## src/rtl/fpu_pkg.sv

```systemverilog
// Shared encodings for the FPU scheduler: op codes, FSM states, requester ids.
package fpu_pkg;

  localparam logic [1:0] FPU_ADD = 2'b00;
  localparam logic [1:0] FPU_SUB = 2'b01;
  localparam logic [1:0] FPU_MUL = 2'b10;
  localparam logic [1:0] FPU_DIV = 2'b11;

  localparam logic REQ_CORE = 1'b0;
  localparam logic REQ_AUX  = 1'b1;

  typedef enum logic [1:0] {IDLE, EXEC, RESP} state_t;

  function automatic int max3(input int a, input int b, input int c);
    int m;
    m = (a > b) ? a : b;
    return (m > c) ? m : c;
  endfunction

endpackage

```

## src/rtl/fpu_rr_arbiter.sv

```systemverilog
// Two-requester round-robin grant; i_rr_ptr names the winner of a tie.
module fpu_rr_arbiter (
  input  logic [1:0] i_valid,
  input  logic       i_rr_ptr,
  output logic       o_grant,
  output logic       o_any_valid
);

  assign o_any_valid = |i_valid;
  assign o_grant     = (i_valid == 2'b11) ? i_rr_ptr : i_valid[1];

endmodule

```

## src/rtl/fpu_scheduler.sv

```systemverilog
// Shares one combinational FPU between the core pipe and the aux port.
// Optional sticky flag tracking is enabled with FPU_STICKY_FLAGS_EN.
module fpu_scheduler
  import fpu_pkg::*;
#(
  parameter int ADD_LAT = 2,
  parameter int MUL_LAT = 3,
  parameter int DIV_LAT = 8
) (
  input  logic        clk,
  input  logic        rst,
  input  logic [1:0]  req_valid,
  output logic [1:0]  req_ready,
  input  logic [63:0] req_a,
  input  logic [63:0] req_b,
  input  logic [3:0]  req_op,
  output logic [1:0]  resp_valid,
  input  logic [1:0]  resp_ready,
  output logic [31:0] resp_result,
  output logic        resp_overflow,
  output logic        resp_underflow,
  input  logic [1:0]  sticky_clr,
  output logic [1:0]  sticky_ovf,
  output logic [1:0]  sticky_unf,
  output logic [31:0] fpu_a,
  output logic [31:0] fpu_b,
  output logic [1:0]  fpu_op,
  input  logic [31:0] fpu_result,
  input  logic        fpu_overflow,
  input  logic        fpu_underflow
);

  localparam int MAX_LAT = max3(ADD_LAT, MUL_LAT, DIV_LAT);
  localparam int CW      = (MAX_LAT > 1) ? $clog2(MAX_LAT) : 1;

  state_t        r_state, w_state_nxt;
  logic [CW-1:0] r_cnt;
  logic          r_owner, r_rr_ptr;
  logic [31:0]   r_fpu_a, r_fpu_b, r_result;
  logic [1:0]    r_fpu_op, r_resp_valid;
  logic          r_ovf, r_unf;
  logic          w_grant, w_any_valid, w_accept, w_capture, w_done;
  logic [1:0]    w_ready;

  function automatic logic [CW-1:0] lat_m1(input logic [1:0] op);
    int l;
    case (op)
      FPU_MUL: l = MUL_LAT;
      FPU_DIV: l = DIV_LAT;
      default: l = ADD_LAT;
    endcase
    return CW'(l - 1);
  endfunction

  fpu_rr_arbiter u_arb (
    .i_valid     (req_valid),
    .i_rr_ptr    (r_rr_ptr),
    .o_grant     (w_grant),
    .o_any_valid (w_any_valid)
  );

  always_comb begin
    w_state_nxt = r_state;
    w_ready     = '0;
    w_capture   = 1'b0;
    w_done      = 1'b0;
    case (r_state)
      IDLE: if (w_any_valid) begin
        w_ready[w_grant] = 1'b1;
        w_state_nxt      = EXEC;
      end
      EXEC: if (r_cnt == '0) begin
        w_capture   = 1'b1;
        w_state_nxt = RESP;
      end
      // Handshake edge returns to IDLE only; a new accept needs the next cycle.
      RESP: if (resp_ready[r_owner]) begin
        w_done      = 1'b1;
        w_state_nxt = IDLE;
      end
      default: w_state_nxt = IDLE;
    endcase
  end

  assign w_accept = |w_ready;

  always_ff @(posedge clk or posedge rst) begin
    if (rst) r_state <= IDLE;
    else     r_state <= w_state_nxt;
  end

  always_ff @(posedge clk or posedge rst) begin
    if (rst) begin
      r_cnt        <= '0;
      r_owner      <= REQ_CORE;
      r_rr_ptr     <= REQ_CORE;
      r_fpu_a      <= '0;
      r_fpu_b      <= '0;
      r_fpu_op     <= '0;
      r_result     <= '0;
      r_ovf        <= 1'b0;
      r_unf        <= 1'b0;
      r_resp_valid <= '0;
    end else begin
      if (w_accept) begin
        r_fpu_a  <= w_grant ? req_a[63:32] : req_a[31:0];
        r_fpu_b  <= w_grant ? req_b[63:32] : req_b[31:0];
        r_fpu_op <= w_grant ? req_op[3:2]  : req_op[1:0];
        r_cnt    <= lat_m1(w_grant ? req_op[3:2] : req_op[1:0]);
        r_owner  <= w_grant;
        r_rr_ptr <= ~w_grant;
      end else if (r_state == EXEC && r_cnt != '0) begin
        r_cnt <= r_cnt - 1'b1;
      end
      if (w_capture) begin
        r_result     <= fpu_result;
        r_ovf        <= fpu_overflow;
        r_unf        <= fpu_underflow;
        r_resp_valid <= r_owner ? 2'b10 : 2'b01;
      end
      if (w_done) r_resp_valid <= '0;
    end
  end

  assign req_ready      = w_ready;
  assign resp_valid     = r_resp_valid;
  assign resp_result    = r_result;
  assign resp_overflow  = r_ovf;
  assign resp_underflow = r_unf;
  assign fpu_a          = r_fpu_a;
  assign fpu_b          = r_fpu_b;
  assign fpu_op         = r_fpu_op;

`ifdef FPU_STICKY_FLAGS_EN
  logic [1:0] r_sovf, r_sunf, w_own;

  assign w_own = r_owner ? 2'b10 : 2'b01;

  // Clear is applied first so a same-cycle capture still sets the bit.
  always_ff @(posedge clk or posedge rst) begin
    if (rst) begin
      r_sovf <= '0;
      r_sunf <= '0;
    end else begin
      r_sovf <= (r_sovf & ~sticky_clr) | ({2{w_capture & fpu_overflow}}  & w_own);
      r_sunf <= (r_sunf & ~sticky_clr) | ({2{w_capture & fpu_underflow}} & w_own);
    end
  end

  assign sticky_ovf = r_sovf;
  assign sticky_unf = r_sunf;
`else
  logic w_unused_sticky_clr;
  assign w_unused_sticky_clr = ^sticky_clr;
  assign sticky_ovf = '0;
  assign sticky_unf = '0;
`endif

endmodule
```

## config.mk

```make
export PLATFORM = sky130hd
export DESIGN_NAME = fpu_scheduler
export DESIGN_NICKNAME = d
export VERILOG_FILES = /design/src/rtl/fpu_pkg.sv /design/src/rtl/fpu_rr_arbiter.sv /design/src/rtl/fpu_scheduler.sv
export SDC_FILE = /design/constraint.sdc
export NUM_CORES = 1
export LEC_CHECK = 0
export CELL_PAD_IN_SITES_DETAIL_PLACEMENT = 0
export CELL_PAD_IN_SITES_GLOBAL_PLACEMENT = 1
export CORE_ASPECT_RATIO = 0.9
export CORE_MARGIN = 2
export CORE_UTILIZATION = 27
export CTS_CLUSTER_DIAMETER = 100
export DETAILED_ROUTE_END_ITERATION = 8
export PLACE_DENSITY_LB_ADDON = 0.2
export SETUP_SLACK_MARGIN = 0.3
export SKIP_CTS_REPAIR_TIMING = 1
export SLEW_MARGIN = 25
export SYNTH_ARGS = -nofsm -noshare
export SYNTH_HDL_FRONTEND = slang
export SYNTH_SLANG_ARGS = --single-unit
```

## constraint.sdc

```tcl
create_clock -name clk -period 4.5 [get_ports clk]
set_input_delay 0.675 -clock clk [delete_from_list [all_inputs] [get_ports clk]]
set_output_delay 0.675 -clock clk [all_outputs]
set_load 0.005 [all_outputs]
```

Yosys cells after proc, flatten, opt, wreduce, memory -nomap -nowiden:

Index checks and enable logic that the tools add are counted.

* bitwise operators: 1
* equal/unequal tests: 8
* order comparisons: 3
* $add $sub $neg: 2
* multiplexer cells: 25
* reduce and logical (&&, ||, !) cells: 10

Operators by type and width (number)
* $mux W32: 2
* $mux W2: 9
* $mux W3: 3
* $eq A2 B2 Y1 const B: 4
* $mux W1: 8
* $pmux W2 S3: 1
* $lt A1 B2 Y1 const B: 2
* $ne A2 B2 Y1 const B: 2
* $pmux W2 S2: 1
* $reduce_bool A2 Y1: 2
* $reduce_or A2 Y1: 2
* $logic_not A3 Y1: 1
* $reduce_and A3 Y1: 1
* $reduce_bool A3 Y1: 1
* $sub A3 B1 Y3 const B: 1
* $sub A3 B2 Y3 const B: 1
* $eq A2 B1 Y1 const B: 1
* $logic_and A1 B1 Y1: 2
* $logic_not A2 Y1: 1
* $ne A2 B1 Y1 const B: 1
* $demux W1 S1: 1
* $ge A1 B1 Y1 const B: 1
* $not A1 Y1: 1

* output and inout port bits: 108
* register bits after elaboration: 109
* word-level logic and storage cells: 60

Longest topological paths before layout:

* depth after elaboration: 12
* gate-level depth with buffers: 7

Modules after synthesis:

Synthesis repeated with hierarchy kept, for this count alone.

* cells, all modules: 413
* area, all modules: 4805.9 um^2

By module, submodules not included
* fpu_scheduler: instances 1, area each 4788.3 um^2, cells an instance 410
* fpu_rr_arbiter: instances 1, area each 17.5 um^2, cells an instance 3

Worst setup path before layout:

No wires, ideal clock.

* path type: input to output
* from: input req_valid[0]
* to: output req_ready[0]
* path buffers: 3
* stages on the path: 6
* setup slack: 2293 ps
* arrival: 1532 ps
* data required time: 3825 ps
* cell sequence: nor2b_2 -> nand2b_1 -> buf_2 -> buf_6 -> buf_4 -> and2_1

* word-level cells in the longest chain between the ends: 8

RTL lines
* start, declared: line fpu_scheduler.sv:12 `input logic [1:0] req_valid,`
* $eq A2 B2 Y1: line fpu_rr_arbiter.sv:10 `assign o_grant = (i_valid == 2'b11) ? i_rr_ptr : i_valid[1];`
* $mux W1: line fpu_rr_arbiter.sv:10
* $lt A1 B2 Y1 (implied by the code) / $ge A1 B1 Y1 (equally long branches): line fpu_scheduler.sv:69 `w_ready[w_grant] = 1'b1;`
* $logic_and A1 B1 Y1 (implied by the code): line fpu_scheduler.sv:69
* $mux W1 (implied by the code): line fpu_scheduler.sv:69
* $demux W1 S1: line fpu_scheduler.sv:69
* $mux W2 *: line fpu_scheduler.sv:68 `IDLE: if (w_any_valid) begin`
* $mux W2 *: line fpu_scheduler.sv:67 `case (r_state)`
* end, declared: line fpu_scheduler.sv:13 `output logic [1:0] req_ready,`

Every way passes the cells marked *; elsewhere a longest branch is shown, timed or not.

Worst setup path after layout:

* from: input req_valid[1]
* to: output req_ready[0]

Same word-level chain as after synthesis.

==> flow_metrics.py <==
metrics = {
    "sta": {
        "fmax_mhz": 337,
        "rsz0062_at_grt": "false",
        "max_slew_margin": 0.473,
        "hold_viol": 0,
        "period_minus_slack_ns": 2.96,
        "worst_pin_slew_ns": 0.790,
        "holdWs_ns": 0.478,
        "skew_ns": 0.00734,
        "drv_slew": 0,
        "final.setup.tns_ns": 0,
        "setup_violations": 0,
        "period_share": 0.659,
    },
    "synth": {
        "ys_types": 38,
        "ys_ff_latch": 109,
        "netlist_area_sq_um": 4750,
        "syn_avg_cell_area_sq_um": 11.3,
        "netlist_instances": 421,
        "ys_seq_area_frac": 0.575,
        "ys_warn_count": 0,
    },
    "floorplan": {
        "die_y_microns": 130,
        "core_sq_um": 17100,
        "row_count": 45,
        "die_area_sq_um": 18700,
        "die_w_microns": 144,
        "start_util": 0.278,
        "io_pins": 282,
    },
    "detailed_routing": {
        "drt_iter0_drc": 135,
        "totalWireLength_microns": 14000,
        "ant_nets": 0,
        "routedWlPerCell_microns": 15.2,
        "num_vias": 4087,
        "dr.pass1.iters": 4,
        "via_per_inst": 4.44,
        "drc": 0,
    },
    "grt": {
        "antenna_found_initial": 0,
        "grt_pass1_wl_microns": 20900,
        "grt_pass1_vias": 4114,
        "grt-ovfl-total": 0,
        "gr-usage-all-layers": 0.144,
        "grt_max_degree": 69,
    },
    "layout": {
        "layout-drive-gt1-share": 0.104,
        "multi_input_area_sq_um": 1730,
        "seq_area_sq_um": 2730,
        "final_nets": 856,
        "diodes": 0,
        "fill_cells": 1622,
        "synthToLayoutAreaGrowth_pct": 66.4,
    },
    "critical_path": {
        "cp.arrival_ns": 2.29,
        "crit_type": "in2out",
        "crit_path_start_kind": "primary input",
        "required_ns": 3.83,
        "setup.worst_path.end_class": "primary output",
        "worstPathMaxFanout": 6,
    },
    "placement": {
        "portBuffers": 275,
        "dp_hpwl_microns": 10500,
        "place_congestion": 0.717,
    },
    "power": {
        "leakage_uw": 0.00323,
        "power_uw": 4840,
        "power_density_nw_per_um2": 613,
        "peakVddDrop_v": 0.000241,
    },
    "worst_hold_path": {
        "min_path_type": "reg2reg",
    },
    "clock_tree": {
        "root_buffer": "clkbuf_16",
        "clk_latency_ns": 0.35,
        "cts_tree": "done",
        "cts_sinks": 109,
        "cts-htree-levels": 3,
        "numCtsBuffers": 9,
        "path_clk_slew_ns": 0.07,
        "clockBufferDepth": 2,
    },
    "run": {
        "maxCapViolCount": 0,
    },
    "run_status": {
        "status": "completed",
    },
}
## synthesized netlist by cell type, drive strengths merged
cell / number / area share
dfrtp: 109 / 0.57
a31o: 1 / 0.0018
o22ai: 59 / 0.078
a21oi: 1 / 0.0011
nand2b: 2 / 0.0026
clkbuf: 6 / 0.0069
a31oi: 1 / 0.0013
nor3b: 3 / 0.0082
nor3: 1 / 0.0011
o221a: 1 / 0.0024
buf: 31 / 0.056
inv: 4 / 0.0032
nand2: 66 / 0.052
nor2b: 4 / 0.0058
a211oi: 2 / 0.0032
o21ai: 66 / 0.073
ha: 2 / 0.0053
mux2i: 11 / 0.023
and2: 1 / 0.0013
a21o: 1 / 0.0018
or2: 2 / 0.0032
nand3b: 1 / 0.0016
nor2: 8 / 0.0063
nand3: 1 / 0.0011
mux2: 35 / 0.083
conb: 1 / 0.00079
nand4b: 1 / 0.0018
## metal layers
| layer | GRT usage | up-vias | share of wire |
|---|---|---|---|
| met5 | 0 | - | 0 |
| met4 | 0.0496 | 0 | 0.020 |
| met3 | 0.0404 | 17 | 0.066 |
| met2 | 0.259 | 142 | 0.52 |
| met1 | 0.164 | 1919 | 0.39 |
| li1 | - | 2009 | - |
## state kept, by name, summed over array words and instances, names as in the netlist
name,count
fpu_op,2
resp_result,32
r_cnt,3
r_rr_ptr,1
resp_underflow,1
resp_valid,2
fpu_a,32
fpu_b,32
resp_overflow,1
r_owner,1
r_state,2
## through the flow
step                      instance area (sq um)   util  worst slack [ns]  std cells
final                                      7900  0.463              1.54        920
after CTS                                  7900  0.463              1.49        920
after floorplan                            4760      -             0.951        424
after global placement                     7570  0.444              1.51        904
after detailed placement                   7570  0.444              1.49        904
after global routing                       7900  0.463              1.37        920
## placed cells by master, fill, tap and decap left out, types with 2 or more instances in the layout
master,synthesis,layout
clkbuf_16,0,9
buf_4,10,7
conb_1,1,4
mux2i_1,11,11
ha_1,2,2
o21ai_1,61,61
dfrtp_1,109,109
o22ai_1,59,59
o21ai_2,4,4
clkdlybuf4s50_1,0,275
or2_4,1,2
nand2_1,66,66
inv_1,4,3
nor3b_4,1,2
a211oi_1,2,2
nor2b_1,3,3
mux2_2,35,35
bufinv_16,0,2
nor2_1,8,8
## final timing paths
check / start / end / slack [ns] / cells after the start
max in group asynchronous: rst / resp_result[17] / 2.87 / 3
worst max-delay path: req_valid[1] / req_ready[0] / 1.54 / 5
worst min-delay path: fpu_b[23] / fpu_b[23] / 0.48 / 2
min in group asynchronous: rst / resp_result[21] / 0.76 / 2
worst min register to register: fpu_b[23] / fpu_b[23] / 0.48 / 2
worst max register to register: r_state[0] / fpu_b[20] / 2.40 / 5
## power breakdown
| group | internal (uW) | switching [uW] |
|---|---|---|
| Sequential | 1470 | 250 |
| Clock | 505 | 364 |
| Combinational | 1350 | 906 |
## critical path: stages
cell	delay [ns]
clkdlybuf4s50_1	0.55
nor2_1	0.07
nor2_1	0.29
and2_1	0.19
clkdlybuf4s50_1	0.51
## cell type report
class,instances,share of cell area
Multi-Input combinational cell,274,0.219
Clock buffer,11,0.0307
Inverter,4,0.00222
Clock inverter,5,0.0103
Sequential cell,109,0.345
Tap cell,235,0.0372
Timing Repair Buffer,282,0.355
## logic make-up (layout without fill, tap and decap cells)
logic type / Yosys count / count (layout) / synth area share
adders and majority gates: 2 / 2 / 0.00527
DFF: 109 / 109 / 0.575
and+or+nand+nor: 90 / 90 / 0.0852
muxes: 46 / 46 / 0.106
buffers and inverters: 41 / 302 / 0.0656
AOI/OAI and AO/OA: 132 / 132 / 0.162
other: 1 / 4 / 0.000790
Note: power is estimated with default switching activity, not from simulation.
